`src/rtl/bit_op_pkg.sv`:
```
// Package: bit_op_pkg
// Purpose : Shared constants, FSM state type and the operand-combining helper
//           for the bit_op_arbiter block.
// Contents:
//   N_REQ, W_A, W_B, W_C, W_CNT : requester count and datapath widths
//   ID_W                        : width of a requester index
//   state_e                     : EMPTY (no result held) / FULL (result held)
//   and_op()                    : zero-extends both operands to W_C, then ANDs them
package bit_op_pkg;

  localparam int N_REQ = 4;
  localparam int W_A   = 2;
  localparam int W_B   = 3;
  localparam int W_C   = 4;
  localparam int W_CNT = 8;
  localparam int ID_W  = $clog2(N_REQ);

  typedef enum logic {
    EMPTY = 1'b0,
    FULL  = 1'b1
  } state_e;

  // Both operands are widened before the AND, so any result bit above
  // min(W_A, W_B) is always 0.
  function automatic logic [W_C-1:0] and_op(input logic [W_A-1:0] a,
                                            input logic [W_B-1:0] b);
    return W_C'(a) & W_C'(b);
  endfunction

endpackage

```
`src/rtl/bit_op_arbiter_if.sv`:
```
// Interface: bit_op_arbiter_if
// Purpose  : Bundles the requester-side operand/grant signals and the
//            consumer-side result handshake of bit_op_arbiter.
// Signals  :
//   pi_req     [N_REQ]       per-requester request
//   pi_a       [N_REQ*W_A]   packed operand a, requester i at [i*W_A +: W_A]
//   pi_b       [N_REQ*W_B]   packed operand b, requester i at [i*W_B +: W_B]
//   po_gnt     [N_REQ]       one-hot grant
//   po_c       [W_C]         result
//   po_c_valid               result valid
//   po_c_id    [ID_W]        owner of po_c
//   pi_c_ready               consumer ready
//   po_txn_cnt [W_CNT]       accepted-result counter
// Modports : slave = the arbiter itself, master = the environment around it.
interface bit_op_arbiter_if;
  import bit_op_pkg::*;

  logic [N_REQ-1:0]     pi_req;
  logic [N_REQ*W_A-1:0] pi_a;
  logic [N_REQ*W_B-1:0] pi_b;
  logic [N_REQ-1:0]     po_gnt;
  logic [W_C-1:0]       po_c;
  logic                 po_c_valid;
  logic [ID_W-1:0]      po_c_id;
  logic                 pi_c_ready;
  logic [W_CNT-1:0]     po_txn_cnt;

  modport slave (
    input  pi_req, pi_a, pi_b, pi_c_ready,
    output po_gnt, po_c, po_c_valid, po_c_id, po_txn_cnt
  );

  modport master (
    output pi_req, pi_a, pi_b, pi_c_ready,
    input  po_gnt, po_c, po_c_valid, po_c_id, po_txn_cnt
  );

endinterface

```
`src/rtl/rr_arbiter.sv`:
```
// Module : rr_arbiter
// Purpose: Purely combinational round-robin pick. Returns the first asserted
//          request at or after ptr, searching upward and wrapping.
// Ports  :
//   req [N]   request vector
//   ptr [IW]  highest-priority index for this cycle
//   gnt [N]   one-hot grant (all zero when req is zero)
//   idx [IW]  binary index of the grant (0 when req is zero)
module rr_arbiter #(
  parameter int N  = 4,
  parameter int IW = $clog2(N)
) (
  input  logic [N-1:0]  req,
  input  logic [IW-1:0] ptr,
  output logic [N-1:0]  gnt,
  output logic [IW-1:0] idx
);

  logic [IW-1:0] j;
  logic          found;

  always_comb begin
    gnt   = '0;
    idx   = '0;
    j     = '0;
    found = 1'b0;
    // Walk N positions starting at ptr; the modulo handles non-power-of-two N.
    for (int k = 0; k < N; k++) begin
      j = IW'((int'(ptr) + k) % N);
      if (!found && req[j]) begin
        found  = 1'b1;
        gnt[j] = 1'b1;
        idx    = j;
      end
    end
  end

endmodule

```
`src/rtl/bit_op_arbiter.sv`:
```
// Module : bit_op_arbiter
// Purpose: One registered AND unit (c = a & b) shared by N_REQ requesters via
//          a round-robin arbiter. The result is presented on a valid/ready port
//          tagged with the winner's id; a count of accepted results is kept.
// Ports  :
//   clk  rising-edge clock
//   rst  synchronous reset, active-high
//   bus  bit_op_arbiter_if.slave (requests, operands, grant, result handshake,
//        transaction counter)
module bit_op_arbiter
  import bit_op_pkg::*;
(
  input  logic              clk,
  input  logic              rst,
  bit_op_arbiter_if.slave   bus
);

  state_e           state_q, state_d;
  logic [ID_W-1:0]  rr_ptr_q, rr_ptr_d;
  logic [W_C-1:0]   c_q, c_d;
  logic [ID_W-1:0]  id_q, id_d;
  logic [W_CNT-1:0] cnt_q, cnt_d;

  logic [N_REQ-1:0] arb_gnt;
  logic [ID_W-1:0]  arb_idx;
  logic [W_A-1:0]   a_sel;
  logic [W_B-1:0]   b_sel;
  logic             c_valid;
  logic             drain;
  logic             can_accept;
  logic             grant_en;

  rr_arbiter #(
    .N  (N_REQ),
    .IW (ID_W)
  ) u_rr_arbiter (
    .req (bus.pi_req),
    .ptr (rr_ptr_q),
    .gnt (arb_gnt),
    .idx (arb_idx)
  );

  assign c_valid    = (state_q == FULL);
  assign drain      = c_valid & bus.pi_c_ready;
  // A held result that is leaving this cycle frees the slot, giving
  // back-to-back results with no bubble.
  assign can_accept = (state_q == EMPTY) | drain;
  assign grant_en   = can_accept & (|bus.pi_req) & ~rst;

  // Operand mux with constant slice bounds per requester.
  always_comb begin
    a_sel = '0;
    b_sel = '0;
    for (int i = 0; i < N_REQ; i++) begin
      if (arb_idx == ID_W'(i)) begin
        a_sel = bus.pi_a[i*W_A +: W_A];
        b_sel = bus.pi_b[i*W_B +: W_B];
      end
    end
  end

  always_comb begin
    // NOTE: every _d starts from its _q value, so no path leaves it unassigned
    // and no latch is inferred.
    state_d  = state_q;
    rr_ptr_d = rr_ptr_q;
    c_d      = c_q;
    id_d     = id_q;
    cnt_d    = cnt_q;

    if (drain) begin
      state_d = EMPTY;
      cnt_d   = cnt_q + 1'b1;  // wraps naturally at 2^W_CNT
    end

    if (grant_en) begin
      state_d  = FULL;
      c_d      = and_op(a_sel, b_sel);
      id_d     = arb_idx;
      rr_ptr_d = (arb_idx == ID_W'(N_REQ - 1)) ? '0 : arb_idx + 1'b1;
    end
  end

  always_ff @(posedge clk) begin
    // NOTE: non-blocking assignments so every register samples pre-edge values.
    if (rst) begin
      state_q  <= EMPTY;
      rr_ptr_q <= '0;
      c_q      <= '0;
      id_q     <= '0;
      cnt_q    <= '0;
    end else begin
      state_q  <= state_d;
      rr_ptr_q <= rr_ptr_d;
      c_q      <= c_d;
      id_q     <= id_d;
      cnt_q    <= cnt_d;
    end
  end

  assign bus.po_gnt     = grant_en ? arb_gnt : '0;
  assign bus.po_c       = c_q;
  assign bus.po_c_valid = c_valid;
  assign bus.po_c_id    = id_q;
  assign bus.po_txn_cnt = cnt_q;

endmodule

```
`src/flat_wrapper.sv`:
```
// flat-port wrapper written by rule: the top's interface ports become plain ports
module bit_op_arbiter_flat import bit_op_pkg::*;
  (clk, rst, bus_pi_req, bus_pi_a, bus_pi_b, bus_pi_c_ready, bus_po_gnt, bus_po_c, bus_po_c_valid, bus_po_c_id, bus_po_txn_cnt);
  bit_op_arbiter_if bus_i ();
  input  logic clk;
  input  logic rst;
  input wire logic [$bits(bus_i.pi_req)-1:0] bus_pi_req;
  input wire logic [$bits(bus_i.pi_a)-1:0] bus_pi_a;
  input wire logic [$bits(bus_i.pi_b)-1:0] bus_pi_b;
  input wire logic [$bits(bus_i.pi_c_ready)-1:0] bus_pi_c_ready;
  output wire logic [$bits(bus_i.po_gnt)-1:0] bus_po_gnt;
  output wire logic [$bits(bus_i.po_c)-1:0] bus_po_c;
  output wire logic [$bits(bus_i.po_c_valid)-1:0] bus_po_c_valid;
  output wire logic [$bits(bus_i.po_c_id)-1:0] bus_po_c_id;
  output wire logic [$bits(bus_i.po_txn_cnt)-1:0] bus_po_txn_cnt;
  assign bus_i.pi_req = bus_pi_req;
  assign bus_i.pi_a = bus_pi_a;
  assign bus_i.pi_b = bus_pi_b;
  assign bus_i.pi_c_ready = bus_pi_c_ready;
  assign bus_po_gnt = bus_i.po_gnt;
  assign bus_po_c = bus_i.po_c;
  assign bus_po_c_valid = bus_i.po_c_valid;
  assign bus_po_c_id = bus_i.po_c_id;
  assign bus_po_txn_cnt = bus_i.po_txn_cnt;
  bit_op_arbiter u_core (.clk(clk), .rst(rst), .bus(bus_i));
endmodule
```
`config.mk`:
```
export PLATFORM = sky130hd
export DESIGN_NAME = bit_op_arbiter_flat
export DESIGN_NICKNAME = d
export VERILOG_FILES = /design/src/rtl/bit_op_pkg.sv /design/src/rtl/bit_op_arbiter_if.sv /design/src/rtl/rr_arbiter.sv /design/src/rtl/bit_op_arbiter.sv /design/src/flat_wrapper.sv
export SDC_FILE = /design/constraint.sdc
export NUM_CORES = 1
export LEC_CHECK = 0
export CORE_MARGIN = 4
export CORE_UTILIZATION = 40
export CTS_CLUSTER_DIAMETER = 200
export CTS_CLUSTER_SIZE = 14
export DETAILED_ROUTE_END_ITERATION = 6
export PLACE_DENSITY = 0.83
export SETUP_SLACK_MARGIN = 0.3
export SYNTH_ARGS = -nofsm -noshare
export SYNTH_HDL_FRONTEND = slang
export SYNTH_HIERARCHICAL = 1
export SYNTH_SLANG_ARGS = --single-unit
```
`constraint.sdc`:
```
create_clock -name clk -period 3.5 [get_ports clk]
set_clock_uncertainty 0.05 [all_clocks]
set_input_delay 0.7 -clock clk [delete_from_list [all_inputs] [get_ports clk]]
set_output_delay 0.7 -clock clk [all_outputs]
set_load 0.03 [all_outputs]
```
==> flow_summary.yaml, run 1 <==
global_route:
  grt-busiest-layer: "met2"
  grtUsageMet3: 0.0399
  grt_pass1_wl_um: 5240
  grt_start_max_net_pins: 20
  grt_usage: 0.156
  antenna_found_initial: 0
  grt_pass1_vias: 1225
  met1_usage: 0.201
  overflow: 0
  use_met2: 0.255
clocking:
  htreeDepth: 1
  clk_pin_slew_ns: 0.08
  cts_made_buffers: 3
  cts_num_sinks: 15
  cts_tree: "done"
  root_buffer: "clkbuf_4"
  cts_buffer_depth: 2
  clkLatencyLatePin_ns: 0.29
layout:
  fillers: 289
  multi_input_area_um2: 946
  seq_area_um2: 300
  n_antenna_cell: 0
  final_net_count: 242
  fin_area_mm2: 0.00180
  drive_above_1_share: 0.167
  syn2layout_area_growth_pct: 39.0
synth:
  netlist_top_cells_count: "nand2_1, dfxtp_1, nor2_1, o21ai_0, ha_1"
  yosysTopAreaCell: "dfxtp_1"
  yosysTopAreaCellShare: 0.232
  ys_ff_latch: 15
  synth.distinct_cells: 44
  async_reset_ff_frac: 0
  ys.warnings.count: 6
  ys_seq_area_frac: 0.232
  avgSynthCellArea_um2: 8.10
  synth_flop_cell: "dfxtp_1"
  synth_most_common_cell: "nand2_1"
  netlist_instances: 160
  ys_top_cells_by_area: "dfxtp_1, ha_1, nand2_1"
  synth_edf_count: 0
  syn_area_mm2: 0.00130
power_and_ir_drop:
  p_per_area_mw_per_mm2: 482
  ir_worst_vdd_uv: 197
  p_leak_nw: 0.709
detailed_routing:
  wire_per_inst_um: 12.6
  vias: 1285
  vias_per_cell: 5.18
  drtAntennaViolNets: 0
  first_pass_iters: 4
  drt_iter0_drc: 70
  wl_um: 3120
  drc_errors: 0
worst_setup_path:
  endpoint_kind: "output pin"
  crit_path_top_delay_cell: "mux4_2"
  slowest_delay_ns: 0.54
  path_cells: "dlygate4sd2_1, mux4_2, or2_4, nor2b_4, a221o_2, and2_1, buf_4"
  criticalPathCategory: "in -> out"
  cp.arrival_ns: 2.37
  required_ns: 2.75
  startpoint_type: "input port"
  path_max_fanout: 5
run_status:
  status: "finished clean"
die:
  start_util: 0.421
  io_pins: 46
  core_mm2: 0.00308
  die_h_um: 64.9
  rows: 20
  die_w_um: 64.9
  dieArea_mm2: 0.00422
place:
  post_dp_cell_area_mm2: 0.00174
  portBuffers: 39
  gp_congestion: 0.864
  post-dp-hpwl_um: 2390
sta:
  slew_viol_final: 0
  grt_setup_unrepaired: "no"
  fin_tns_setup_ns: 0
  fin_crit_ns: 3.12
  min_period_over_period: 0.892
  setup_viol: 0
  fmax_ghz: 0.320
  final_hold_viol_count: 0
  timing.hold.ws_ns: 0.454
min_path:
  min_path_type: "reg -> reg"
flow_run:
  drv_cap: 0
## cell type report
| cell class | count | area share |
|---|---|---|
| inverter | 6 | 0.0125 |
| timing repair buffer | 49 | 0.251 |
| clock buffer | 4 | 0.0146 |
| multi-input combinational | 130 | 0.525 |
| tap | 44 | 0.0306 |
| sequential | 15 | 0.167 |
## power breakdown
| group | internal (mW) | total (mW) | switching [mW] |
|---|---|---|---|
| Sequential | 0.194 | 0.208 | 0.0134 |
| Clock | 0.0444 | 0.0961 | 0.0517 |
| Combinational | 0.262 | 0.564 | 0.302 |
| Total | 0.501 | 0.868 | 0.367 |
## flip-flops by register name (all words and copies together), names as in the netlist
register / flops
u_core/bus.po_c_valid: 1
u_core/bus.po_c_id: 2
u_core/bus.po_c: 2
u_core/rr_ptr_q: 2
u_core/bus.po_txn_cnt: 8
## cells by family (layout without fill, tap and decap cells)
kind of cell	count (synthesis)	count (layout)	share of synthesized area
xor+xnor	6	6	0.0405
fa+ha+maj	10	10	0.0965
flops	15	15	0.232
simple gates	68	68	0.288
compound gates	36	36	0.185
other cells	1	2	0.00289
buf+inv	17	59	0.0724
mux	7	8	0.0830
## what timing repair did
item,CTS,global route
endpoints found under the hold margin,0,0
endpoints found under the setup margin,4,4
hold buffers,0,0
resized for setup,6,9
pin swaps,0,1
setup buffers,0,0
gates cloned,1,0
## worst max-delay path: cells and delay by family
kind | cells | cell delay, ns
and+or+nand+nor | 3 | 0.54
buffers and inverters | 2 | 0.44
muxes | 1 | 0.54
AOI/OAI and AO/OA | 1 | 0.14
## layout by cell type, fill, tap and decap left out, drive strengths merged, types with 2 or more instances in the layout
cell type      netlist  layout
a21oi                7       7
a221o                4       4
a31oi                3       3
and2                 5       5
and3b                2       2
buf                  7      14
clkbuf               4       6
clkdlybuf4s50        0      31
conb                 1       2
dfxtp               15      15
ha                  10      10
inv                  6       6
mux2i                4       4
mux4                 3       4
nand2               22      22
nand2b               3       3
nand3                8       8
nor2                12      12
nor2b                2       2
nor3                 3       3
nor3b                2       2
nor4                 2       2
o211ai               3       3
o21ai               12      12
or2                  2       2
or3                  2       2
xnor2                2       2
xor2                 4       4
## metal layers
metal / vias up / routed length (µm)
met3: 5 / 216
met2: 40 / 1360
li1: 656 / -
met1: 584 / 1520
met5: - / 0
met4: 0 / 30
## final timing paths
kind / slack [ns] / cells after the start / from / end
max: 0.38 / 7 / bus_pi_req[2] / bus_po_gnt[2]
min: 0.45 / 2 / u_core/bus.po_txn_cnt[1] / u_core/bus.po_txn_cnt[1]
max reg2reg: 0.74 / 11 / u_core/rr_ptr_q[0] / u_core/bus.po_c[0]
min reg2reg: 0.45 / 2 / u_core/bus.po_txn_cnt[1] / u_core/bus.po_txn_cnt[1]
## through the flow
stage / util / worst slack [ns] / power (mW) / instances
6_report: 0.585 / 0.380 / 0.868 / 248
5_1_grt: 0.585 / 0.318 / 0.946 / 248
4_1_cts: 0.583 / 0.316 / 0.871 / 248
3_5_place_dp: 0.565 / 0.0301 / 0.761 / 243
3_3_place_gp: 0.565 / 0.0699 / 0.749 / 243
2_1_floorplan: - / 0.410 / 0.599 / 161
Power figures use the tool's default switching activity.
==> inputs of run 2 (changes only) <==
- CELL_PAD_IN_SITES_DETAIL_PLACEMENT: not set -> 0
- CELL_PAD_IN_SITES_GLOBAL_PLACEMENT: not set -> 1
- CORE_UTILIZATION: 40 -> 32
- PLACE_DENSITY: 0.83 -> 0.9
==> flow_summary.yaml, run 2 (same netlist as run 1, synthesis figures left out) <==
run_status:
  status: "finished clean"
sta:
  fmax_ghz: 0.327
  timing.hold.ws_ns: 0.446
  fin_tns_setup_ns: 0
  fin_crit_ns: 3.06
  slew_viol_final: 0
  setup_viol: 0
  grt_setup_unrepaired: "no"
  final_hold_viol_count: 0
  min_period_over_period: 0.873
clocking:
  cts_num_sinks: 15
  cts_tree: "done"
  cts_hold_buffers: 0
  htreeDepth: 1
  clkLatencyLatePin_ns: 0.25
  cts_made_buffers: 3
  cts_buffer_depth: 2
  root_buffer: "clkbuf_8"
  clk_pin_slew_ns: 0.06
detailed_routing:
  drtAntennaViolNets: 0
  vias: 1290
  vias_per_cell: 5.10
  first_pass_iters: 4
  drt_iter0_drc: 44
  wire_per_inst_um: 12.7
  wl_um: 3210
  drc_errors: 0
worst_setup_path:
  slowest_delay_ns: 0.40
  crit_family: "simple AND/OR/NAND/NOR gates"
  startpoint_type: "flop"
  cp_num_buf_inv: 2
  criticalPathCategory: "reg -> out"
  crit_path_top_delay_cell: "ha_2"
  cp.arrival_ns: 2.31
  path_max_fanout: 6
  endpoint_kind: "output pin"
  required_ns: 2.75
  path_cells: "inv_1, ha_2, mux4_2, or2_4, nor2b_4, a221o_2, and2_1, buf_4"
layout:
  drive_above_1_share: 0.176
  largest_reg_flops: 8
  n_antenna_cell: 0
  layout_commonest_cell: "clkdlybuf4s50_1"
  layout_common_cells: "clkdlybuf4s50_1, nand2_1, buf_4, dfxtp_1"
  syn2layout_area_growth_pct: 39.8
  stdcell_count: 253
  fillers: 379
  final_net_count: 243
die:
  start_util: 0.341
  rows: 22
  core_mm2: 0.00380
  die_w_um: 71.6
  dieArea_mm2: 0.00513
  io_pins: 46
  die_h_um: 71.6
place:
  post-dp-hpwl_um: 2360
  place_inst: 247
  portBuffers: 39
  gp_congestion: 0.786
global_route:
  grt_pass1_vias: 1117
  grt_start_max_net_pins: 20
  grt_pass1_wl_um: 5240
  overflow: 0
  antenna_found_initial: 0
  grt_usage: 0.121
min_path:
  min_path_type: "reg -> reg"
power_and_ir_drop:
  p_per_area_mw_per_mm2: 507
  ir_worst_vdd_uv: 151
  p_leak_nw: 0.716
flow_run:
  drv_cap: 0
## run 2: changes by cell type in the layout (fill, tap and decap cells not counted), sizes merged
cell,delta
buf,+1
clkbuf,+2
clkdlybuf4s15,-1
dlygate4sd2,-1
## run 2: per-stage QoR
stage / total power, mW / utilization / setup WS [ns] / area [µm²]
floorplan: 0.599 / - / 0.410 / 1300
global placement: 0.760 / 0.459 / 0.0746 / 1740
detailed placement: 0.765 / 0.459 / 0.0651 / 1740
CTS: 0.918 / 0.479 / 0.311 / 1820
global route: 0.983 / 0.477 / 0.354 / 1810
finish: 0.919 / 0.477 / 0.444 / 1810
## run 2: cell type report
| type | count | area (µm²) | area share |
|---|---|---|---|
| Multi-Input combinational cell | 130 | 941 | 0.519 |
| Tap cell | 48 | 60.1 | 0.0331 |
| Sequential cell | 15 | 300 | 0.166 |
| Inverter | 6 | 22.5 | 0.0124 |
| Timing Repair Buffer | 50 | 443 | 0.244 |
| Clock buffer | 4 | 45.0 | 0.0249 |
## run 2: what timing repair did
item / 4_1_cts / 5_1_grt
setup endpoints to repair: 4 / 4
cloned: 1 / 0
endpoints found under the hold margin: 0 / 0
gates resized for setup: 4 / 10
buffers inserted: 1 / 0
## run 2: routing by layer
| metal | global-route usage | routed length (µm) | share of wire | up-vias |
|---|---|---|---|---|
| met5 | 0 | 0 | 0 | - |
| met4 | 0.0188 | 0 | 0 | 0 |
| met3 | 0.0393 | 273 | 0.085 | 0 |
| met2 | 0.178 | 1290 | 0.40 | 46 |
| met1 | 0.176 | 1640 | 0.51 | 586 |
| li1 | - | - | - | 658 |
## run 2: final timing paths
path	endpoint	depth (start not counted)	slack, ns	startpoint
worst max-delay path	bus_po_gnt[2]	8	0.44	u_core/rr_ptr_q[0]
worst min-delay path	u_core/bus.po_txn_cnt[1]	2	0.45	u_core/bus.po_txn_cnt[1]
worst max register to register	u_core/bus.po_c[0]	12	0.68	u_core/rr_ptr_q[0]
worst min register to register	u_core/bus.po_txn_cnt[1]	2	0.45	u_core/bus.po_txn_cnt[1]
## run 2: worst register-to-register path: cells and delay by family, from the launching register on
family          cells  cell delay, ns
fa+ha+maj           2            0.60
compound gates      5            0.71
buf+inv             2            0.17
flops               1            0.33
simple gates        2            0.42
mux                 1            0.39
## run 2: where the power goes
| group | switching, mW | internal [mW] | leakage, nW | total (mW) |
|---|---|---|---|---|
| Combinational | 0.308 | 0.265 | 0.570 | 0.572 |
| Sequential | 0.0144 | 0.195 | 0.123 | 0.209 |
| Clock | 0.0568 | 0.0805 | 0.0228 | 0.137 |
| Total | 0.379 | 0.540 | 0.716 | 0.919 |
==> inputs of run 3 (changes only) <==
- HOLD_SLACK_MARGIN: not set -> 0.02
==> results of run 3 <==
No change in the layout: final DEF, timing and power equal those of run 2.
